===== config.mk =====
export PLATFORM = sky130hd
export DESIGN_NAME = hybrid_control_pipe
export DESIGN_NICKNAME = d
export VERILOG_FILES = /design/src/rtl/hybrid_pkg.sv /design/src/rtl/hybrid_dwell_timer.sv /design/src/rtl/hybrid_control_pipe.sv
export SDC_FILE = /design/constraint.sdc
export NUM_CORES = 2
export LEC_CHECK = 0
export CORE_MARGIN = 3
export CORE_UTILIZATION = 29
export CTS_CLUSTER_SIZE = 8
export DETAILED_ROUTE_END_ITERATION = 6
export SKIP_LAST_GASP = 1
export SYNTH_ARGS = -nofsm -noshare
export SYNTH_HDL_FRONTEND = slang
export SYNTH_HIERARCHICAL = 1
export SYNTH_SLANG_ARGS = --single-unit

===== constraint.sdc =====
create_clock -name i_clock -period 13.4 [get_ports i_clock]
set_input_delay 2.68 -clock i_clock [delete_from_list [all_inputs] [get_ports i_clock]]
set_output_delay 2.68 -clock i_clock [all_outputs]
set_load 0.01 [all_outputs]

===== src/rtl/hybrid_pkg.sv =====
// Shared widths, Q-format helper, mode encodings and dwell FSM states for the
// hybrid switching controller.
package hybrid_pkg;

    localparam int DATA_W_DEF = 14;
    localparam int COEF_W_DEF = 16;
    localparam int Z_W_DEF    = 32;

    localparam logic MODE_QUARTER = 1'b0;
    localparam logic MODE_HALF    = 1'b1;

    typedef enum logic {
        ST_IDLE = 1'b0,
        ST_LOCK = 1'b1
    } dwell_state_e;

    // Value of 1.0 in the signed Q2.(coef_w-2) sin/cos format.
    function automatic int q_one(input int coef_w);
        return 32'sd1 <<< (coef_w - 2);
    endfunction

endpackage


===== src/rtl/hybrid_dwell_timer.sv =====
// Minimum-dwell lockout: loads MIN_DWELL-1 on a toggle and counts down to zero;
// LOCK is held exactly while the counter is non-zero.
module hybrid_dwell_timer
    import hybrid_pkg::*;
#(
    parameter int MIN_DWELL = 16
) (
    input  logic clk_i,
    input  logic rst_i,
    input  logic load_i,
    output logic busy_o
);

    localparam int CNT_W = (MIN_DWELL > 1) ? $clog2(MIN_DWELL) : 1;
    localparam logic [CNT_W-1:0] LOAD_VAL = CNT_W'(MIN_DWELL - 1);

    dwell_state_e     state_q, state_d;
    logic [CNT_W-1:0] cnt_q, cnt_d;

    always_ff @(posedge clk_i) begin
        if (rst_i) begin
            state_q <= ST_IDLE;
            cnt_q   <= '0;
        end else begin
            state_q <= state_d;
            cnt_q   <= cnt_d;
        end
    end

    // A MIN_DWELL of 1 loads zero, so the timer never leaves IDLE.
    always_comb begin
        state_d = state_q;
        cnt_d   = cnt_q;
        case (state_q)
            ST_IDLE: begin
                if (load_i && (LOAD_VAL != '0)) begin
                    cnt_d   = LOAD_VAL;
                    state_d = ST_LOCK;
                end else begin
                    cnt_d   = '0;
                    state_d = ST_IDLE;
                end
            end
            ST_LOCK: begin
                if (cnt_q <= CNT_W'(1)) begin
                    cnt_d   = '0;
                    state_d = ST_IDLE;
                end else begin
                    cnt_d   = cnt_q - CNT_W'(1);
                    state_d = ST_LOCK;
                end
            end
            default: begin
                cnt_d   = '0;
                state_d = ST_IDLE;
            end
        endcase
    end

    assign busy_o = (state_q == ST_LOCK);

endmodule


===== src/rtl/hybrid_control_pipe.sv =====
// Three-stage hybrid switching controller: sigma-dependent transform, rotation
// by sin/cos, jump-set decision with dwell lockout and pipeline flush on toggle.
module hybrid_control_pipe
    import hybrid_pkg::*;
#(
    parameter int DATA_W    = DATA_W_DEF,
    parameter int COEF_W    = COEF_W_DEF,
    parameter int MU_Z1     = 110,
    parameter int MU_Z2     = 25,
    parameter int VG        = 24000,
    parameter int MIN_DWELL = 16,
    parameter int Z_W       = Z_W_DEF
) (
    input  logic              i_clock,
    input  logic              i_RESET,
    input  logic              i_enable,
    input  logic              i_mode,
    input  logic              i_valid,
    input  logic [DATA_W-1:0] i_vC,
    input  logic [DATA_W-1:0] i_iC,
    input  logic [COEF_W-1:0] i_cos,
    input  logic [COEF_W-1:0] i_sin,
    output logic              o_sigma,
    output logic              o_switch,
    output logic              o_valid,
    output logic              o_busy,
    output logic [DATA_W-1:0] o_debug
);

    localparam int PROD_W = Z_W + COEF_W;
    localparam int ACC_W  = PROD_W + 1;

    localparam logic signed [Z_W-1:0]  MU1_C   = Z_W'(MU_Z1);
    localparam logic signed [Z_W-1:0]  MU2_C   = Z_W'(MU_Z2);
    localparam logic signed [Z_W-1:0]  VG_C    = Z_W'(VG);
    localparam logic [DATA_W-1:0]      DBG_OFS = DATA_W'((1 << (DATA_W - 1)) - 1);

    logic                     v1_q, v2_q, v3_q, v2_d, v3_d;
    logic                     sigma_q, sigma_d, switch_q, toggle_s, busy_s, jump_cond_s;
    logic                     neg1_q, neg2_q;
    logic signed [Z_W-1:0]    vc_ext_s, ic_ext_s, z1_d, z2_d, z1_q, z2_q;
    logic signed [COEF_W-1:0] sin1_q, cos1_q;
    logic signed [PROD_W-1:0] p_zs_d, p_zc_d, p_z1c_d, p_z2s_d;
    logic signed [PROD_W-1:0] p_zs_q, p_zc_q, p_z1c_q, p_z2s_q;
    logic signed [ACC_W-1:0]  sum1_s, sum2_s, j1_d, j2_d, j1_q, j2_q;
    logic [DATA_W-1:0]        debug_d, debug_q;

    assign vc_ext_s = Z_W'($signed(i_vC));
    assign ic_ext_s = Z_W'($signed(i_iC));

    // Stage-1 sign follows the sigma that will be in force after this edge, so a
    // sample arriving in a toggle cycle already sees the new sigma.
    always_comb begin
        z1_d = vc_ext_s * MU1_C;
        z2_d = ic_ext_s * MU2_C;
        if (sigma_d) begin
            z1_d = z1_d - VG_C;
        end else begin
            z1_d = z1_d + VG_C;
        end
    end

    assign p_zs_d  = PROD_W'(z1_q) * PROD_W'(sin1_q);
    assign p_zc_d  = PROD_W'(z2_q) * PROD_W'(cos1_q);
    assign p_z1c_d = PROD_W'(z1_q) * PROD_W'(cos1_q);
    assign p_z2s_d = PROD_W'(z2_q) * PROD_W'(sin1_q);

    always_comb begin
        sum1_s = ACC_W'(p_zs_q) + ACC_W'(p_zc_q);
        sum2_s = ACC_W'(p_z2s_q) - ACC_W'(p_z1c_q);
        if (neg2_q) begin
            j1_d = -sum1_s;
            j2_d = -sum2_s;
        end else begin
            j1_d = sum1_s;
            j2_d = sum2_s;
        end
    end

    assign debug_d     = j1_d[ACC_W-1 -: DATA_W] + DBG_OFS;
    assign jump_cond_s = j1_q[ACC_W-1] && ((i_mode == MODE_HALF) || j2_q[ACC_W-1]);
    assign toggle_s    = v3_q && jump_cond_s && i_enable && !busy_s;
    assign sigma_d     = sigma_q ^ toggle_s;
    assign v2_d        = v1_q && !toggle_s;
    assign v3_d        = v2_q && !toggle_s;

    always_ff @(posedge i_clock) begin
        if (i_RESET) begin
            v1_q     <= 1'b0;
            v2_q     <= 1'b0;
            v3_q     <= 1'b0;
            sigma_q  <= 1'b1;
            switch_q <= 1'b0;
            neg1_q   <= 1'b0;
            neg2_q   <= 1'b0;
            z1_q     <= '0;
            z2_q     <= '0;
            sin1_q   <= '0;
            cos1_q   <= '0;
            p_zs_q   <= '0;
            p_zc_q   <= '0;
            p_z1c_q  <= '0;
            p_z2s_q  <= '0;
            j1_q     <= '0;
            j2_q     <= '0;
            debug_q  <= '0;
        end else begin
            v1_q     <= i_valid;
            v2_q     <= v2_d;
            v3_q     <= v3_d;
            sigma_q  <= sigma_d;
            switch_q <= toggle_s;
            if (i_valid) begin
                z1_q   <= z1_d;
                z2_q   <= z2_d;
                sin1_q <= i_sin;
                cos1_q <= i_cos;
                neg1_q <= sigma_d;
            end
            if (v1_q) begin
                p_zs_q  <= p_zs_d;
                p_zc_q  <= p_zc_d;
                p_z1c_q <= p_z1c_d;
                p_z2s_q <= p_z2s_d;
                neg2_q  <= neg1_q;
            end
            if (v2_q) begin
                j1_q <= j1_d;
                j2_q <= j2_d;
            end
            if (v3_d) begin
                debug_q <= debug_d;
            end
        end
    end

    hybrid_dwell_timer #(
        .MIN_DWELL(MIN_DWELL)
    ) u_dwell (
        .clk_i (i_clock),
        .rst_i (i_RESET),
        .load_i(toggle_s),
        .busy_o(busy_s)
    );

    assign o_sigma  = sigma_q;
    assign o_switch = switch_q;
    assign o_valid  = v3_q;
    assign o_busy   = busy_s;
    assign o_debug  = debug_q;

endmodule


* Word-level counts from Yosys, hierarchy flattened
Cells that the tools add are included. W data, S select, Z words.
Storage, ports and cells: memory bits (writable) 0, latch bits 0, bits in read-only memories 0, word-level logic and storage cells 55, output and inout bits 18, memories 0, register bits after elaboration 400
Operators by class: equality and inequality tests 0, order comparisons 1, shifts and indexed selects 0, div/mod/pow operators 0, reduce and logical (&&, ||, !) cells 9, add/sub/neg operators 8, multipliers 6, bitwise gates (word level) 2, mux-type cells 9
Operators with widths (count):
- $mux W49 | 2
- $neg A49 Y49 | 2
- $mul A32 B16 Y48 | 2
- $mul A20 B16 Y36 | 2
- $add A48 B48 Y49 | 1
- $sub A48 B48 Y49 | 1
- $mux W32 | 1
- $add A22 B16 Y23 const B | 1
- $sub A22 B16 Y23 const B | 1
- $mul A14 B7 Y21 const B | 1
- $mul A14 B6 Y20 const B | 1
- $add A14 B13 Y14 const B | 1
- $mux W4 | 2
- $pmux W4 S2 | 1
- $logic_and A1 B1 Y1 | 6
- $le A4 B1 Y1 const B | 1
- $sub A4 B1 Y4 const B | 1
- $logic_not A1 Y1 | 2
- $mux W1 | 2
- $pmux W1 S2 | 1
- $logic_or A1 B1 Y1 | 1
- $not A1 Y1 | 1
- $xor A1 B1 Y1 | 1

* Depth between registers and ports, before layout
depth in word-level cells 7, gate-level depth with buffers 32

* Hierarchy
Netlist, hierarchy kept.
By module, submodules not included:
- hybrid_control_pipe | area an instance 68689.6 µm², seq. area each 5265.0 µm², times used 1, cells an instance 7873
- hybrid_dwell_timer | area an instance 224.0 µm², seq. area each 100.1 µm², times used 1, cells an instance 23

* Worst setup path before layout
Ideal clock, no wire load.
kind input -> register, start in i_vC[4], end reg z1_q[30], path slack 5.324 ns, required time 13.314 ns, buffers on the path 0, library setup time 0.086 ns, stages on the path 26, arrival time 7.991 ns, cells stage by stage ha_1 inv_1 fa_1 fa_1 inv_1 fa_1 ha_1 a21oi_1 xnor2_1 ha_1 nor2b_1 o21ai_0 a21boi_0 o21ai_0 a21boi_0 o21ai_0 a21boi_0 o21ai_0 a21boi_0 o21ai_0 nand2b_1 a21o_1 a21o_1 a2111oi_0 a21oi_1 a211oi_1
On the way: cells in the longest elaborated chain, start to end 3, elaborated cells on any way between the ends 4
Ends and longest elaborated chain:
- from (decl) | line hybrid_control_pipe.sv:19 | input logic [DATA_W-1:0] i_vC,
- $mul A14 B7 Y21 * | line hybrid_control_pipe.sv:54 | z1_d = vc_ext_s * MU1_C;
- $add A22 B16 Y23 / $sub A22 B16 Y23 (equally long branches) | line hybrid_control_pipe.sv:59, hybrid_control_pipe.sv:57
- $mux W32 * | line hybrid_control_pipe.sv:56 | if (sigma_d) begin
- to (signal assigned) | line hybrid_control_pipe.sv:114 | z1_q <= z1_d;
- to (decl) | line hybrid_control_pipe.sv:41 | logic signed [Z_W-1:0] vc_ext_s, ic_ext_s, z1_d, z2_d, z1_q, z2_q;
Every way passes the cells marked *; elsewhere a longest branch is shown, timed or not. A chain may end at the register's enable or synchronous reset.

* Worst setup path after layout
start reg sin1_q[15], end reg p_zs_q[43]
On the way: cells in the longest elaborated chain, start to end 1
Ends and longest elaborated chain:
- from (decl) | line hybrid_control_pipe.sv:42 | logic signed [COEF_W-1:0] sin1_q, cos1_q;
- from (signal assigned) | line hybrid_control_pipe.sv:116 | sin1_q <= i_sin;
- $mul A32 B16 Y48 | line hybrid_control_pipe.sv:63 | assign p_zs_d = PROD_W'(z1_q) * PROD_W'(sin1_q);
- to (signal assigned) | line hybrid_control_pipe.sv:121 | p_zs_q <= p_zs_d;
- to (decl) | line hybrid_control_pipe.sv:44 | logic signed [PROD_W-1:0] p_zs_q, p_zc_q, p_z1c_q, p_z2s_q;
No other way between the ends.

==> flow_summary.toml <==
[global_routing]
grt_pass1_vias = 55292
antenna_found_initial = 4
grt_util_all_layers = 0.160
gr-total-overflow = 0
grt_pass1_wl_mm = 311
grt_max_degree = 104

[clock_tree]
cts_tree = "done"
path_clk_slew_ns = 0.06
cts-root-buf = "clkbuf_16"
clock_latency_ns = 0.66
clock_path_buffers = 3
htree_levels = 2
post_cts_buffers = 0
numCtsBuffers = 44
ctsResizeCount = 0
ctsHoldBuffers = 0
clock-sinks = 268

[placed_design]
place_inst = 10846
gp_congestion = 0.886
port_buffers = 82
dpl.hpwl_mm = 146

[setup_path]
startpoint_type = "flop"
slowest_delay_ns = 0.74
worstPathRequired_ns = 13.97
r2r-end = "p_zs_q[43]"
r2r_setup_slack_ns = 4.49
rr_worst_depth = 28
reg2reg_from = "sin1_q[15]"
cp_common_cell = "fa_1"
critPathCaptureType = "flop"
slowest_stage = "clkinv_1"
crit_type = "flop to flop"
critical_path_arrival_ns = 9.48
path_max_fanout = 23

[cells_and_area]
fill_cells = 24621
finalNonFillerCells = 10914
fin_nets = 9793
area_growth_pct = 7.81
drive_above_1_share = 0.0272

[pwr]
power_density_mw_per_mm2 = 132
peakVddDrop_mv = 0.116
p_leak_uw = 0.0365

[yosys]
syn_avg_cell_area_sq_um = 8.73
async_reset_ff_frac = 0
yosysMostFrequentCell = "inv_1"
netlist_instances = 7896
ys_seq_area_frac = 0.0779
syn-num-nets = 9947
synth_top_cell_area_share = 0.410
mappedNetlistArea_sq_mm = 0.0689
ys_seq_elements = 268
yosys-top-cells-area = "fa_1 41%, ha_1 10%, inv_1 9.4%"
synth_flop_cell = "dfxtp_1"
synth_area_leader_cell = "fa_1"
yosysWarnings = 6
yosys-top-cells-count = "1721 x inv_1, 1410 x fa_1, 895 x nand2_1, 576 x ha_1, 557 x and2_1"
synth_edf_count = 0
ys_types = 87

[timing]
setup-violations-final = 0
tns_ns = 0
hold_viol_final = 0
period_share = 0.665
drv_slew = 0
worstMarginPinSlew_ns = 1.25
rsz0062_at_grt = "no"
relSlewSlack = 0.164
skew_ns = 0.0460
fin_crit_ns = 8.91
fmax_ghz = 0.112

[status]
status = "completed"

[routing]
vias = 52189
wl_per_cell_um = 17.5
routed_via_density = 4.78
routed_wl_mm = 192
drcViolationCount = 0
firstDrtPassIters = 6
drtIter0Drc = 3382
drtAntennaViolNets = 0

[die]
die_w_um = 493
core_sq_mm = 0.236
die_y_um = 493
rows = 178
die_area_sq_mm = 0.244
start_util = 0.292
io_pins = 83

[worst_hold_path]
hold_start = "p_z1c_q[43]"
hold_path_class = "flop to flop"
hold_path_end = "p_z1c_q[43]"
hold_path_depth = 2

[flow_run]
cap_violations = 0
## critical path, delay by kind of cell (launching register included)
kind                       cells  cell delay (ns)
buffers and inverters          7             1.81
DFF                            1             0.30
and+or+nand+nor                6             1.21
AOI/OAI and AO/OA              8             2.44
adders and majority gates      7             3.05
## worst max-delay path by stage
stage | start | slack, ns | end | depth (start not counted)
after floorplan | i_vC[4] | 5.32 | z1_q[30] | 26
after global placement | i_vC[4] | 3.94 | z1_q[30] | 27
after detailed placement | i_vC[5] | 4.24 | z1_q[30] | 27
after CTS | sin1_q[15] | 4.53 | p_zs_q[43] | 28
after global routing | sin1_q[15] | 3.98 | p_zs_q[43] | 28
final | sin1_q[15] | 4.49 | p_zs_q[43] | 28
## cells in the final DEF, fill, tap and decap left out, types with 13 or more instances in the layout
cell,synthesis,layout
a31oi_1,28,28
nand4_1,24,24
clkbuf_16,0,44
a21oi_1,268,268
or3_1,20,20
nor2b_1,38,38
nand2_1,895,895
ha_1,576,576
inv_1,1721,1720
fa_1,1410,1410
a2111oi_0,18,18
and2_1,557,557
nor3_1,54,54
dfxtp_2,0,24
dfxtp_1,268,243
xnor2_1,175,175
o21ai_0,152,152
and3_1,26,26
nand3_1,64,64
nor2_1,462,460
a21boi_0,14,14
clkdlybuf4s50_1,0,80
o21bai_1,50,50
a21o_1,104,104
buf_4,0,81
o211ai_1,20,20
mux2i_1,158,158
xor2_1,75,75
nor4_1,14,14
a211oi_1,46,46
nor3b_1,13,13
nand2b_1,47,47
o31ai_1,19,19
o21a_1,29,29
## sequential cells by signal, indices dropped and copies added (netlist names), 4 cells and up
signal	cells
cos1_q	16
o_debug	14
p_z1c_q	47
p_z2s_q	36
p_zc_q	36
p_zs_q	47
sin1_q	16
u_dwell/cnt_q	4
z1_q	22
z2_q	20
## cells by family (layout without fill, tap and decap cells)
family	count (synthesis)	in the layout	share of synthesized area
XOR/XNOR	250	250	0.0318
adder cells (fa/ha/maj)	1986	1986	0.514
flip-flops	268	268	0.0779
multiplexers	163	163	0.0238
AO/OA/AOI/OAI	891	891	0.0843
AND/OR/NAND/NOR	2252	2252	0.154
other	0	2	0
buffers and inverters	2086	1952	0.114
## metal layers
layer / up-vias / wire length [um] / global-route usage
met5: - / 0 / 0
met4: 0 / 7710 / 0.0583
met3: 230 / 10300 / 0.0202
met2: 1385 / 88900 / 0.261
met1: 26828 / 84600 / 0.218
li1: 23746 / - / -
## power breakdown
group          leakage, uW  switching [uW]  total [uW]  internal (uW)
clock network     0.000639             468        1130            658
registers          0.00220             216        1180            964
logic               0.0337            4510        7530           3020
total               0.0365            5190        9830           4640
## per-stage QoR
step	cell area (sq um)	worst slack (ns)	utilization	total power (uW)	hold slack [ns]
after floorplan	68900	5.32	-	6730	0.425
after global placement	73000	3.94	0.309	8570	0.444
after detailed placement	73000	4.24	0.309	8690	0.445
after CTS	74300	4.53	0.315	9890	0.455
after global routing	74300	3.98	0.315	10900	0.468
final	74300	4.49	0.315	9830	0.450
## area by class of cell
class	instances	area, sq um	share of cell area
Tap cell	3150	3940	0.0531
Multi-Input combinational cell	5542	55700	0.750
Clock inverter	9	115	0.00155
Inverter	1723	6470	0.0871
Clock buffer	57	1200	0.0162
Antenna cell	2	5.00	0.0000674
Sequential cell	268	5400	0.0727
Timing Repair Buffer	163	1440	0.0194
Power figures use the tool's default switching activity.
